<file path="config.mk">
export PLATFORM = sky130hd
export DESIGN_NAME = branch_target_table_flat
export DESIGN_NICKNAME = d
export VERILOG_FILES = /design/src/rtl/branch_target_table_if.sv /design/src/rtl/branch_target_table.sv /design/src/flat_wrapper.sv
export SDC_FILE = /design/constraint.sdc
export NUM_CORES = 1
export LEC_CHECK = 0
export CAP_MARGIN = 40
export CORE_MARGIN = 2
export CORE_UTILIZATION = 56
export DETAILED_ROUTE_END_ITERATION = 10
export GPL_TIMING_DRIVEN = 0
export PLACE_DENSITY = 0.76
export SLEW_MARGIN = 20
export SYNTH_ARGS = -nofsm -noshare
export SYNTH_HDL_FRONTEND = slang
export SYNTH_SLANG_ARGS = --single-unit
</file>
<file path="constraint.sdc">
create_clock -name clk -period 4.7 [get_ports clk]
set_clock_uncertainty 0.15 [all_clocks]
set_input_delay 0.47 -clock clk [delete_from_list [all_inputs] [get_ports clk]]
set_output_delay 0.47 -clock clk [all_outputs]
set_load 0.02 [all_outputs]
</file>
<file path="src/rtl/branch_target_table_if.sv">
// Write/lookup bus of the branch target table.
// The master side drives requests, the slave (table) returns acks and results.
interface branch_target_table_if #(
    parameter int D = 12,
    parameter int A = 6
);
    logic         ready;
    logic         wr_en;
    logic [A-1:0] wr_addr;
    logic [D-1:0] wr_target;
    logic         wr_rel;
    logic         wr_ack;
    logic         lk_en;
    logic [A-1:0] lk_addr;
    logic [D-1:0] pc;
    logic         tgt_valid;
    logic         hit;
    logic [D-1:0] target;

    modport master (
        input  ready, wr_ack, tgt_valid, hit, target,
        output wr_en, wr_addr, wr_target, wr_rel, lk_en, lk_addr, pc
    );

    modport slave (
        output ready, wr_ack, tgt_valid, hit, target,
        input  wr_en, wr_addr, wr_target, wr_rel, lk_en, lk_addr, pc
    );
endinterface

</file>
<file path="src/rtl/branch_target_table.sv">
// Run-time programmable branch target table: 2**A entries, 1-cycle registered
// lookups, relative entries resolved modulo 2**D against the supplied PC.
module branch_target_table #(
    parameter int D = 12,
    parameter int A = 6
) (
    input  logic                  clk,
    input  logic                  reset,
    branch_target_table_if.slave  bus
);
    localparam int DEPTH = 1 << A;

    typedef enum logic [0:0] {INIT, READY} state_t;

    state_t       state;
    state_t       state_nxt;
    logic [A-1:0] init_cnt;
    logic         clr_en;

    logic [D-1:0]     tgt_mem [DEPTH];
    logic [DEPTH-1:0] rel_mem;
    logic [DEPTH-1:0] valid_mem;

    logic wr_acc;
    logic lk_acc;

    logic         entry_vld_p0;
    logic         entry_rel_p0;
    logic [D-1:0] entry_tgt_p0;
    logic [D-1:0] resolved_p0;

    logic         vld_p1;
    logic         ack_p1;
    logic         hit_p1;
    logic [D-1:0] target_p1;

    function automatic logic [D-1:0] resolve(
        input logic         vld,
        input logic         rel,
        input logic [D-1:0] stored,
        input logic [D-1:0] base
    );
        if (!vld)
            return '0;
        if (rel)
            return stored + base;  // D-bit sum, carry discarded
        return stored;
    endfunction

    always_ff @(posedge clk) begin
        if (reset) begin
            state    <= INIT;
            init_cnt <= '0;
        end else begin
            state <= state_nxt;
            if (clr_en)
                init_cnt <= init_cnt + 1'b1;
        end
    end

    always_comb begin
        state_nxt = state;
        clr_en    = 1'b0;
        case (state)
            INIT: begin
                clr_en = 1'b1;
                if (init_cnt == '1)
                    state_nxt = READY;
            end
            READY: state_nxt = READY;
            default: state_nxt = INIT;
        endcase
    end

    assign wr_acc = (state == READY) && bus.wr_en && !reset;
    assign lk_acc = (state == READY) && bus.lk_en && !reset;

    // Only the valid bits are swept; payload storage is left as-is.
    always_ff @(posedge clk) begin
        if (!reset) begin
            if (clr_en)
                valid_mem[init_cnt] <= 1'b0;
            else if (wr_acc)
                valid_mem[bus.wr_addr] <= 1'b1;
        end
    end

    always_ff @(posedge clk) begin
        if (wr_acc) begin
            tgt_mem[bus.wr_addr] <= bus.wr_target;
            rel_mem[bus.wr_addr] <= bus.wr_rel;
        end
    end

    // Stage p0: read the entry before any same-cycle write lands.
    always_comb begin
        entry_vld_p0 = valid_mem[bus.lk_addr];
        entry_rel_p0 = rel_mem[bus.lk_addr];
        entry_tgt_p0 = tgt_mem[bus.lk_addr];
        resolved_p0  = resolve(entry_vld_p0, entry_rel_p0, entry_tgt_p0, bus.pc);
    end

    // Stage p1: registered result and write acknowledge.
    always_ff @(posedge clk) begin
        if (reset) begin
            vld_p1    <= 1'b0;
            ack_p1    <= 1'b0;
            hit_p1    <= 1'b0;
            target_p1 <= '0;
        end else begin
            vld_p1 <= lk_acc;
            ack_p1 <= wr_acc;
            if (lk_acc) begin
                hit_p1    <= entry_vld_p0;
                target_p1 <= resolved_p0;
            end
        end
    end

    // Reset blanks every output in the very cycle it is asserted.
    assign bus.ready     = (state == READY) && !reset;
    assign bus.wr_ack    = ack_p1 && !reset;
    assign bus.tgt_valid = vld_p1 && !reset;
    assign bus.hit       = hit_p1 && !reset;
    assign bus.target    = reset ? '0 : target_p1;
endmodule

</file>
<file path="src/flat_wrapper.sv">
// flat-port wrapper written by rule: the top's interface ports become plain ports
module branch_target_table_flat 
#(
    parameter int D = 12,
    parameter int A = 6
)
  (clk, reset, bus_ready, bus_wr_ack, bus_tgt_valid, bus_hit, bus_target, bus_wr_en, bus_wr_addr, bus_wr_target, bus_wr_rel, bus_lk_en, bus_lk_addr, bus_pc);
  branch_target_table_if #(.D(D), .A(A)) bus_i ();
  input  logic clk;
  input  logic reset;
  output wire logic [$bits(bus_i.ready)-1:0] bus_ready;
  output wire logic [$bits(bus_i.wr_ack)-1:0] bus_wr_ack;
  output wire logic [$bits(bus_i.tgt_valid)-1:0] bus_tgt_valid;
  output wire logic [$bits(bus_i.hit)-1:0] bus_hit;
  output wire logic [$bits(bus_i.target)-1:0] bus_target;
  input wire logic [$bits(bus_i.wr_en)-1:0] bus_wr_en;
  input wire logic [$bits(bus_i.wr_addr)-1:0] bus_wr_addr;
  input wire logic [$bits(bus_i.wr_target)-1:0] bus_wr_target;
  input wire logic [$bits(bus_i.wr_rel)-1:0] bus_wr_rel;
  input wire logic [$bits(bus_i.lk_en)-1:0] bus_lk_en;
  input wire logic [$bits(bus_i.lk_addr)-1:0] bus_lk_addr;
  input wire logic [$bits(bus_i.pc)-1:0] bus_pc;
  assign bus_ready = bus_i.ready;
  assign bus_wr_ack = bus_i.wr_ack;
  assign bus_tgt_valid = bus_i.tgt_valid;
  assign bus_hit = bus_i.hit;
  assign bus_target = bus_i.target;
  assign bus_i.wr_en = bus_wr_en;
  assign bus_i.wr_addr = bus_wr_addr;
  assign bus_i.wr_target = bus_wr_target;
  assign bus_i.wr_rel = bus_wr_rel;
  assign bus_i.lk_en = bus_lk_en;
  assign bus_i.lk_addr = bus_lk_addr;
  assign bus_i.pc = bus_pc;
  branch_target_table #(.D(D), .A(A)) u_core (.clk(clk), .reset(reset), .bus(bus_i));
endmodule
</file>
# Yosys cells after proc, flatten, opt, wreduce, memory -nomap -nowiden
# Memories as Yosys holds them, arrays and structs flattened.
# Cells that the tools add are included.
# totals
regBits	150
ramBits	768
in_bits	41
output_inout_bits	16
elab_cells	57
mem_count	1
# classes
n_addsub	2
magnitude_cmp	5
n_eq_ne	2
muxes	22
n_bitwise	5
n_reduce_logical	12
# memory_table
name	depth	word_bits	read_ports	rd_ports_with_merged_regs	write_ports	line	text
u_core.tgt_mem	64	12	1	0	1	branch_target_table.sv:20	logic [D-1:0] tgt_mem [DEPTH];
# ops
cell	n
$mux 64	2
$and 64x64->64	1
$bwmux 64	1
$not 64->64	1
$or 64x64->64	1
$mux 12	5
$lt 6x7->1 const B	3
$add 12x12->12	1
$bmux 1 s6	2
$demux 1 s6	2
$ge 6x1->1 const B	2
$logic_and 1x1->1	10
$mux 1	9
$add 6x1->6 const B	1
$eq 6x6->1 const B	1
$ne 2x2->1 const B	1
$not 1->1	2
$pmux 1 s2	1
$reduce_and 2->1	1
$logic_not 1->1	1

# Logic depth before layout (Yosys ltp)
# Gate-level depths: netlist (run 1).
# logic_depth
depth_word	7
ltp_mapped	19
depth_no_buf	15

# Worst setup path after synthesis (run 1)
# Ideal clock, no wire load.
# synth_path
path_kind	input -> register
startpoint	in reset
endpoint	reg u_core.valid_mem[0] (enable)
setup_time_ps	507
arrival_time_ps	3998
required_ps	4043
setup_slack_ps	45
stages	3
n_path_buf	2
cell_sequence	clkbuf_1 buf_1 a21oi_1
# synth_via
elab_chain_len	4
elab_cells_between_ends	5
classes_between	eq/ne: 1; bitwise: 1; reduce/logical: 3
# synth_lines
element	line	text
start, declared	flat_wrapper.sv:10	input logic reset;
$logic_not 1->1	branch_target_table.sv:75	assign wr_acc = (state == READY) && bus.wr_en && !reset;
$logic_and 1x1->1	branch_target_table.sv:75	
$ne 2x2->1 (no line)	n/a	
$reduce_and 2->1 (no line) *	n/a	
end signal, assigned by index	branch_target_table.sv:82	valid_mem[init_cnt] <= 1'b0;
end signal, assigned by index	branch_target_table.sv:84	valid_mem[bus.wr_addr] <= 1'b1;
end, declared	branch_target_table.sv:22	logic [DEPTH-1:0] valid_mem;
# Mark *: on every way between the ends. The rest lies on a longest branch, timed or not.
# A chain may end at the register's enable or synchronous reset.

# Worst setup path in the final report (run 1)
# layout_path
startpoint	in bus_lk_addr[3]
endpoint	reg u_core.target_p1[10]
# layout_via
elab_chain_len	6
elab_cells_between_ends	11
classes_between	add/sub: 1; mux: 9; memory: 1
# layout_lines
element	line	text
start, declared	flat_wrapper.sv:21	input wire logic [$bits(bus_i.lk_addr)-1:0] bus_lk_addr;
branches (longest 5 deep; another with $mem_v2 64x12)	n/a	
$mux 12 *	branch_target_table.sv:45	if (rel)
end signal, assigned	branch_target_table.sv:115	target_p1 <= resolved_p0;
end, declared	branch_target_table.sv:35	logic [D-1:0] target_p1;
# Mark *: on every way between the ends. The select of a mux whose other input is x is not followed.

==> key figures, run 1 <==
Status
  – Status: completed

Drt
  – Total wire length after detailed routing: 95.2 mm
  – Violation count after the first detailed-routing iteration: 3299
  – Drt pass-1 iters: 5
  – Routed wire length per instance: 32.0 microns
  – Via density per instance: 6.80
  – DRC viols: 0
  – Post-detailed-route count of antenna-violating nets: 0
  – Vias: 20.2k

Clocking
  – CTS tree: yes
  – Root buffer cell: clkbuf_16
  – Number of buffers added by the clock tree synthesis step: 90
  – Clock tree buffer depth: 3
  – Clock Latency Late Sink: 0.67 ns
  – Clock Pin Slew Worst Setup and Hold Paths: 0.06 ns
  – Post-CTS Hold Buffers: 0
  – Clock Sinks: 918
  – CTS H-tree lvls: 3

Power and ir drop
  – Ratio of total power to cell area: 407 nW/um^2
  – Power consumption: 17.3 mW
  – Peak ir drop on the vdd network: 393 uV
  – Leakage Power: 13.4 nW

STA
  – F_max: 0.219 GHz
  – Min Tclk post-route: 4.56 ns
  – Share of the clock period used by the worst path after layout: 97.1%
  – Setup repair after global routing missed its margin: false
  – Pin slew with the least headroom to its limit: 0.960 ns
  – Slew margin rel.: 35.7%
  – Setup TNS: 0 ns
  – Setup Viol. Count Final: 0
  – Final Slew Violations: 0
  – Final hold violation count: 0
  – Final setup margin: 0.136 ns

Synth
  – Mux cell area share after synthesis: 17.0%
  – Most instantiated flip-flop cell in the synthesis netlist: edfxtp_1
  – Async set or reset register ratio after synthesis: 0%
  – Post-synth top area cell: edfxtp_1
  – Nets in the synthesized netlist: 1894
  – Combinational family with the most area after synthesis: multiplexers
  – Post-Synthesis Cell Area: 37000 sq um
  – Adder and majority gate portion of the synthesized area: 0.460%
  – Dominant cell by count in the synthesized netlist: edfxtp_1
  – EDFF count, synth: 896
  – Gate count after technology mapping: 1840
  – Post-synthesis sequential element count: 918
  – Fraction of synthesized cell area taken by the top area cell type: 72.7%
  – Share of synthesized area occupied by flip-flops and latches: 73.9%
  – Top cells by count, synth: edfxtp_1, mux4_2, o21ai_0
  – Share of the synthesized netlist area taken by xor and xnor gates: 0.331%
  – Most area-consuming cells after synthesis: edfxtp_1, mux4_2, o21ai_0
  – Count of yosys warnings during synthesis: 0
  – Synthesized area per cell: 20.1 sq um
  – Share of synthesized cell area in and, or, nand and nor gates: 2.77%
  – Number of distinct library cells after synthesis: 52
  – Compound-Gate Fraction of Synth Area: 4.00%

Placed design
  – Sum of net half-perimeters after detailed placement: 62.3 mm
  – Minimum setup slack after placement: -1.59 ns
  – Number of I/O port buffers: 49
  – Weighted congestion reported at the end of routability-driven placement: 0.901

Global route
  – Pin count of the biggest net entering global routing: 65
  – Antenna violations before repair: 3
  – Vias in the first global route: 19.8k
  – Aggregate global-route resource usage: 28.4%
  – Global-route congestion overflow total: 0
  – Wire length of the first global-routing pass: 136 mm

Critical path
  – Req. time, crit path: 5.09 ns
  – Cell family with most CP delay: buffers and inverters
  – Startpoint kind of the worst setup timing path: input pin
  – Critical setup path kind: in2reg
  – Maximum net fanout on the critical path: 10
  – Type of destination of the critical path: flip-flop
  – Max incr delay on CP: 0.71 ns
  – Slowest cell on the critical path: clkdlybuf4s50_1
  – Cell chain of the critical path: clkdlybuf4s50_1 -> clkbuf_2 -> clkbuf_2 -> mux4_2 -> a22oi_2 -> nand2_1 -> ha_1 -> inv_1 -> fa_1 -> inv_1 -> a21o_1 -> a21oi_1 -> o211ai_1 -> a211o_1 -> nand3_1 -> mux2i_1 -> o32ai_1
  – Signal arrival time at the worst endpoint: 4.95 ns
  – Number of buffers and inverters on the critical path: 5

Floorplan
  – Total number of placement rows: 94
  – Total I/O pin count: 57
  – Height of the die: 261 microns
  – Area of the placeable core: 65600 sq um
  – Initial standard-cell utilization of the core: 56.4%
  – Die width: 261 microns
  – Die area: 68100 sq um

Cells and area
  – Layout overhead on the synthesized area: 14.9%
  – Core occupancy in the finished layout: 64.8%
  – Number of nets at the end of the flow: 2090
  – Fillers: 4163
  – Layout cell share with drive strength beyond 1: 29.1%
  – Sequential standard cell area: 27300 sq um
  – Area taken by multi-input logic gates: 9300 sq um

Worst hold path
  – Type of the tightest min-delay check: in2reg

Run
  – Maximum Capacitance Violations: 0
[report_power, final]
part	total [mW]	switching (mW)	internal (mW)
registers	9.04	0.0247	9.02
logic	1.15	0.694	0.460
clock network	7.10	3.08	4.02
total	17.3	3.80	13.5
[cells in the final DEF (no fill, tap or decap), drive strengths merged, types with 5 or more instances in the layout]
cell / n
edfxtp: 896
mux4: 271
clkbuf: 174
o21ai: 121
buf: 119
nor2: 97
a21oi: 80
clkinv: 39
clkdlybuf4s50: 36
nand2: 33
inv: 27
a22oi: 25
dfxtp: 22
mux2i: 15
nor2b: 13
nor3: 13
ha: 12
o32ai: 12
nand3b: 10
nand3: 10
xnor2: 10
nor3b: 8
bufinv: 7
or3b: 5
or3: 5
a211oi: 5
[worst reg2reg max path, delay by kind of cell (launching register included)]
kind / cells / cell delay, ns
xor+xnor: 1 / 0.19
fa+ha+maj: 1 / 0.31
buf+inv: 1 / 0.09
mux: 2 / 1.03
flops: 1 / 0.38
simple gates: 4 / 0.58
compound gates: 5 / 1.33
[metal layers]
| metal | part of all wire (%) | vias up | GRT usage (%) |
|---|---|---|---|
| met5 | 0.029 | - | 0 |
| met4 | 4.2 | 4 | 10.6 |
| met3 | 12 | 244 | 6.39 |
| met2 | 47 | 1459 | 44.3 |
| met1 | 37 | 10500 | 40.1 |
| li1 | - | 8051 | - |
[what timing repair did]
action                     4_1_cts  5_1_grt
pin swaps                        1        1
setup buffers                    0        0
resized for setup               37       19
setup endpoints to repair       11        6
[final timing paths]
check	startpoint	to	slack [ns]	depth (start not counted)
hold reg to reg	u_core.target_p1[5]$_SDFFE_PP0P_	u_core.target_p1[5]$_SDFFE_PP0P_	0.34	2
setup reg to reg	u_core.tgt_mem[15][1]$_DFFE_PP_	u_core.target_p1[11]$_SDFFE_PP0P_	0.50	14
setup / recovery	bus_lk_addr[3]	u_core.target_p1[10]$_SDFFE_PP0P_	0.14	17
hold / removal	bus_wr_target[11]	u_core.tgt_mem[36][11]$_DFFE_PP_	0.04	1
[sequential cells by signal, indices dropped and copies added (netlist names)]
signal            flops
u_core.state          1
u_core.rel_mem       64
u_core.tgt_mem      768
u_core.valid_mem     64
u_core.init_cnt       6
u_core.vld_p1         1
u_core.ack_p1         1
u_core.hit_p1         1
u_core.target_p1     12
[through the flow]
| step | instances | instance area [sq um] | hold slack (ns) |
|---|---|---|---|
| floorplan | 1840 | 37000 | 0.313 |
| global placement | 2753 | 38600 | 0.325 |
| detailed placement | 2794 | 39300 | 0.330 |
| CTS | 2956 | 42300 | 0.0115 |
| global route | 2972 | 42500 | 0.0301 |
| finish | 2973 | 42500 | 0.0391 |
[layout make-up]
type,instances,share of cell area (%)
plain buffers,106,1.35
inverters,24,0.212
flip-flops and latches,918,64.3
well taps,864,2.54
multi-input cells,788,21.9
diodes,1,0.00588
repair buffers,108,2.89
clock buffers,115,5.63
clock inverters,49,1.19
[kinds of logic (layout without fill, tap and decap cells)]
group	count (synthesis)	after routing
AND/OR/NAND/NOR	213	213
buffers and inverters	134	402
XOR/XNOR	14	14
adder cells (fa/ha/maj)	13	13
flip-flops	918	918
multiplexers	288	288
other	0	1
AO/OA/AOI/OAI	260	260
No activity file was read; power rests on OpenSTA's default activity.
==> inputs of run 2 (changes only) <==
--- a/config.mk
+++ b/config.mk
@@ -9,7 +9,6 @@
 export CORE_MARGIN = 2
 export CORE_UTILIZATION = 56
 export DETAILED_ROUTE_END_ITERATION = 10
-export GPL_TIMING_DRIVEN = 0
 export PLACE_DENSITY = 0.76
 export SLEW_MARGIN = 20
 export SYNTH_ARGS = -nofsm -noshare
==> run 2 against run 1 <==
Net effect: combinational power about the same; worst hold slack improved by 0.063 ns; first-iteration DRC count decreased by 2.4%; routed wire length decreased by 0.16%; die area unchanged; via count increased by 0.87%; worst setup slack improved by 0.061 ns; cell count increased by 0.24%; largest power group unchanged.
==> key figures, run 2 (synthesis gave the netlist of run 1 again) <==
Power and ir drop
  – Leakage Power: 13.7 nW (+2.1%)
  – Ratio of total power to cell area: 408 nW/um^2 (+0.36%)
  – Power consumption: 17.4 mW (+0.71%)
  – Peak ir drop on the vdd network: 277 uV (-30%)

Cells and area
  – Core occupancy in the finished layout: 65.0% (+0.22 points)
  – Register with the most flip-flops: u_core.tgt_mem
  – Most common library cell in the layout ignoring fill and taps: edfxtp_1
  – Layout cell share with drive strength beyond 1: 28.4% (-0.68 points)
  – Number of diodes added for antenna fixing: 0 (-1)
  – Number of nets at the end of the flow: 2099 (+0.43%)
  – Layout overhead on the synthesized area: 15.3%
  – Fillers: 4045 (-2.8%)
  – Sequential standard cell area: 27300 sq um (unchanged)
  – Area taken by multi-input logic gates: 9090 sq um (-2.2%)
  – Largest register FFs: 768 (unchanged)
  – Regs by FF count: u_core.tgt_mem (768), u_core.rel_mem (64), u_core.valid_mem (64)
  – Most frequent cells in the layout: edfxtp_1, mux4_2, buf_4

Clocking
  – CTS H-tree lvls: 3 (unchanged)
  – Clock Sinks: 918 (unchanged)
  – Clock Latency Late Sink: 0.66 ns (about the same)
  – Buffers inserted during post-CTS setup optimization: 0 (unchanged)
  – Root buffer cell: clkbuf_16
  – CTS tree: yes
  – Clock Pin Slew Worst Setup and Hold Paths: 0.06 ns (about the same)
  – Clock tree buffer depth: 3 (unchanged)
  – CTS resizes: 0 (-100%)
  – Number of buffers added by the clock tree synthesis step: 86 (-4.4%)
  – Post-CTS Hold Buffers: 0 (unchanged)

Critical path
  – Cell chain of the critical path: mux4_2 -> mux4_2 -> a22o_1 -> a221oi_1 -> inv_1 -> ha_1 -> a211oi_1 -> o21a_1 -> nor3_1 -> nor3_1 -> nor3_1 -> nand3b_1 -> xor2_1 -> o32ai_1
  – Startpoint kind of the worst setup timing path: flip-flop
  – Req. time, crit path: 5.05 ns (-0.04 ns)
  – Number of buffers and inverters on the critical path: 1 (-4)
  – CP most frequent cell: nor3_1
  – Slowest cell on the critical path: a221oi_1
  – Setup slack on the worst flop-to-flop path: 0.20 ns (-0.30 ns)
  – Capture point of the worst reg-to-reg path: u_core.target_p1[11]$_SDFFE_PP0P_
  – Launch instance of the worst register-to-register path: u_core.tgt_mem[0][1]$_DFFE_PP_
  – Setup crit start: u_core.tgt_mem[0][1]$_DFFE_PP_
  – Maximum net fanout on the critical path: 2 (-8)
  – Cell family with most CP delay: compound AO/OA/AOI/OAI gates
  – Signal arrival time at the worst endpoint: 4.85 ns (-0.10 ns)
  – Capturing element of the worst setup path: u_core.target_p1[11]$_SDFFE_PP0P_
  – Max incr delay on CP: 0.61 ns (-0.10 ns)
  – Type of destination of the critical path: flip-flop
  – Critical setup path kind: reg2reg
  – Number of cells on the worst reg-to-reg path: 14 (unchanged)
  – WP depth: 14 (-3)

STA
  – Min Tclk post-route: 4.50 ns (-0.0612 ns)
  – Pin slew with the least headroom to its limit: 0.873 ns (-0.0868 ns)
  – Share of the clock period used by the worst path after layout: 95.8% (-1.3 points)
  – Setup TNS: 0 ns (unchanged)
  – Final Slew Violations: 0 (unchanged)
  – Setup repair after global routing missed its margin: false
  – Setup Viol. Count Final: 0 (unchanged)
  – F_max: 0.222 GHz (+1.4%)
  – Worst hold slack across all endpoints: 0.102 ns (+0.0631 ns)
  – Slew margin rel.: 41.7% (+6.0 points)
  – Final hold violation count: 0 (unchanged)

Floorplan
  – Total number of placement rows: 94 (unchanged)
  – Die area: 68100 sq um (unchanged)
  – Die width: 261 microns (unchanged)
  – Initial standard-cell utilization of the core: 56.4% (unchanged)
  – Total I/O pin count: 57 (unchanged)
  – Area of the placeable core: 65600 sq um (unchanged)
  – Height of the die: 261 microns (unchanged)

Drt
  – Violation count after the first detailed-routing iteration: 3221 (-2.4%)
  – Total wire length after detailed routing: 95.1 mm (-0.16%)
  – Vias: 20.4k (+0.87%)
  – Routed wire length per instance: 31.9 microns (-0.40%)
  – Post-detailed-route count of antenna-violating nets: 0 (unchanged)
  – Drt pass-1 iters: 6 (+1)
  – DRC viols: 0 (unchanged)
  – Via density per instance: 6.84 (+0.63%)

Run
  – Maximum Capacitance Violations: 0 (unchanged)

Status
  – Status: completed

Placed design
  – Number of I/O port buffers: 56 (+14%)
  – Weighted congestion reported at the end of routability-driven placement: 0.880 (-2.3%)
  – Sum of net half-perimeters after detailed placement: 55.4 mm (-11%)

Global route
  – Vias in the first global route: 20.2k (+1.9%)
  – Global-route congestion overflow total: 0 (unchanged)
  – Aggregate global-route resource usage: 28.1% (-0.30 points)
  – Antenna violations before repair: 0 (-3)
  – Wire length of the first global-routing pass: 137 mm (+0.46%)
  – Pin count of the biggest net entering global routing: 65 (unchanged)

Worst hold path
  – Type of the tightest min-delay check: in2reg
[run 2: worst reg2reg max path, delay by kind of cell (launching register included)]
family	cells	cell delay (ns)
compound gates	5	1.52
mux	2	1.00
simple gates	4	0.58
flops	1	0.45
fa+ha+maj	1	0.33
xor+xnor	1	0.20
buf+inv	1	0.12
[run 2: layout make-up]
type                       instances  area share, %
sequential                       918           64.1
clock inverter                    61           1.70
clock buffer                      98           5.15
multi-input combinational        788           21.3
tap                              864           2.53
timing repair buffer             227           5.01
inverter                          24          0.211
[run 2: worst min path at each step]
stage | start | depth (start not counted) | slack [ns] | endpoint
floorplan | u_core.target_p1[11]$_SDFFE_PP0P_ | 2 | 0.31 | u_core.target_p1[11]$_SDFFE_PP0P_
global placement | u_core.target_p1[0]$_SDFFE_PP0P_ | 2 | 0.33 | u_core.target_p1[0]$_SDFFE_PP0P_
detailed placement | u_core.target_p1[0]$_SDFFE_PP0P_ | 2 | 0.33 | u_core.target_p1[0]$_SDFFE_PP0P_
CTS | bus_wr_target[1] | 1 | 0.09 | u_core.tgt_mem[46][1]$_DFFE_PP_
global route | bus_wr_target[1] | 1 | 0.12 | u_core.tgt_mem[39][1]$_DFFE_PP_
finish | bus_wr_target[1] | 1 | 0.10 | u_core.tgt_mem[32][1]$_DFFE_PP_
[run 2: metal layers]
layer / vias to the layer above / share of wire (%) / wire, microns / track usage [%]
met3: 224 / 12 / 11100 / 5.51
met4: 0 / 3.7 / 3520 / 10.4
met1: 10500 / 37 / 35000 / 40.4
met2: 1587 / 48 / 45500 / 43.6
li1: 8064 / - / - / -
met5: - / 0 / 0 / 0
[run 2: where the power goes]
| group | internal [mW] | switching [mW] | total, mW |
|---|---|---|---|
| sequential | 9.01 | 0.0289 | 9.04 |
| clock | 4.17 | 3.07 | 7.23 |
| combinational | 0.488 | 0.651 | 1.14 |
[run 2: metrics by stage]
| step | area (sq um) | cells | setup WS [ns] |
|---|---|---|---|
| floorplan | 37000 | 1840 | 0.0452 |
| global placement | 39500 | 2808 | -0.0418 |
| detailed placement | 39700 | 2820 | -0.0399 |
| CTS | 42600 | 2979 | 0.332 |
| global route | 42700 | 2980 | 0.157 |
| finish | 42700 | 2980 | 0.197 |
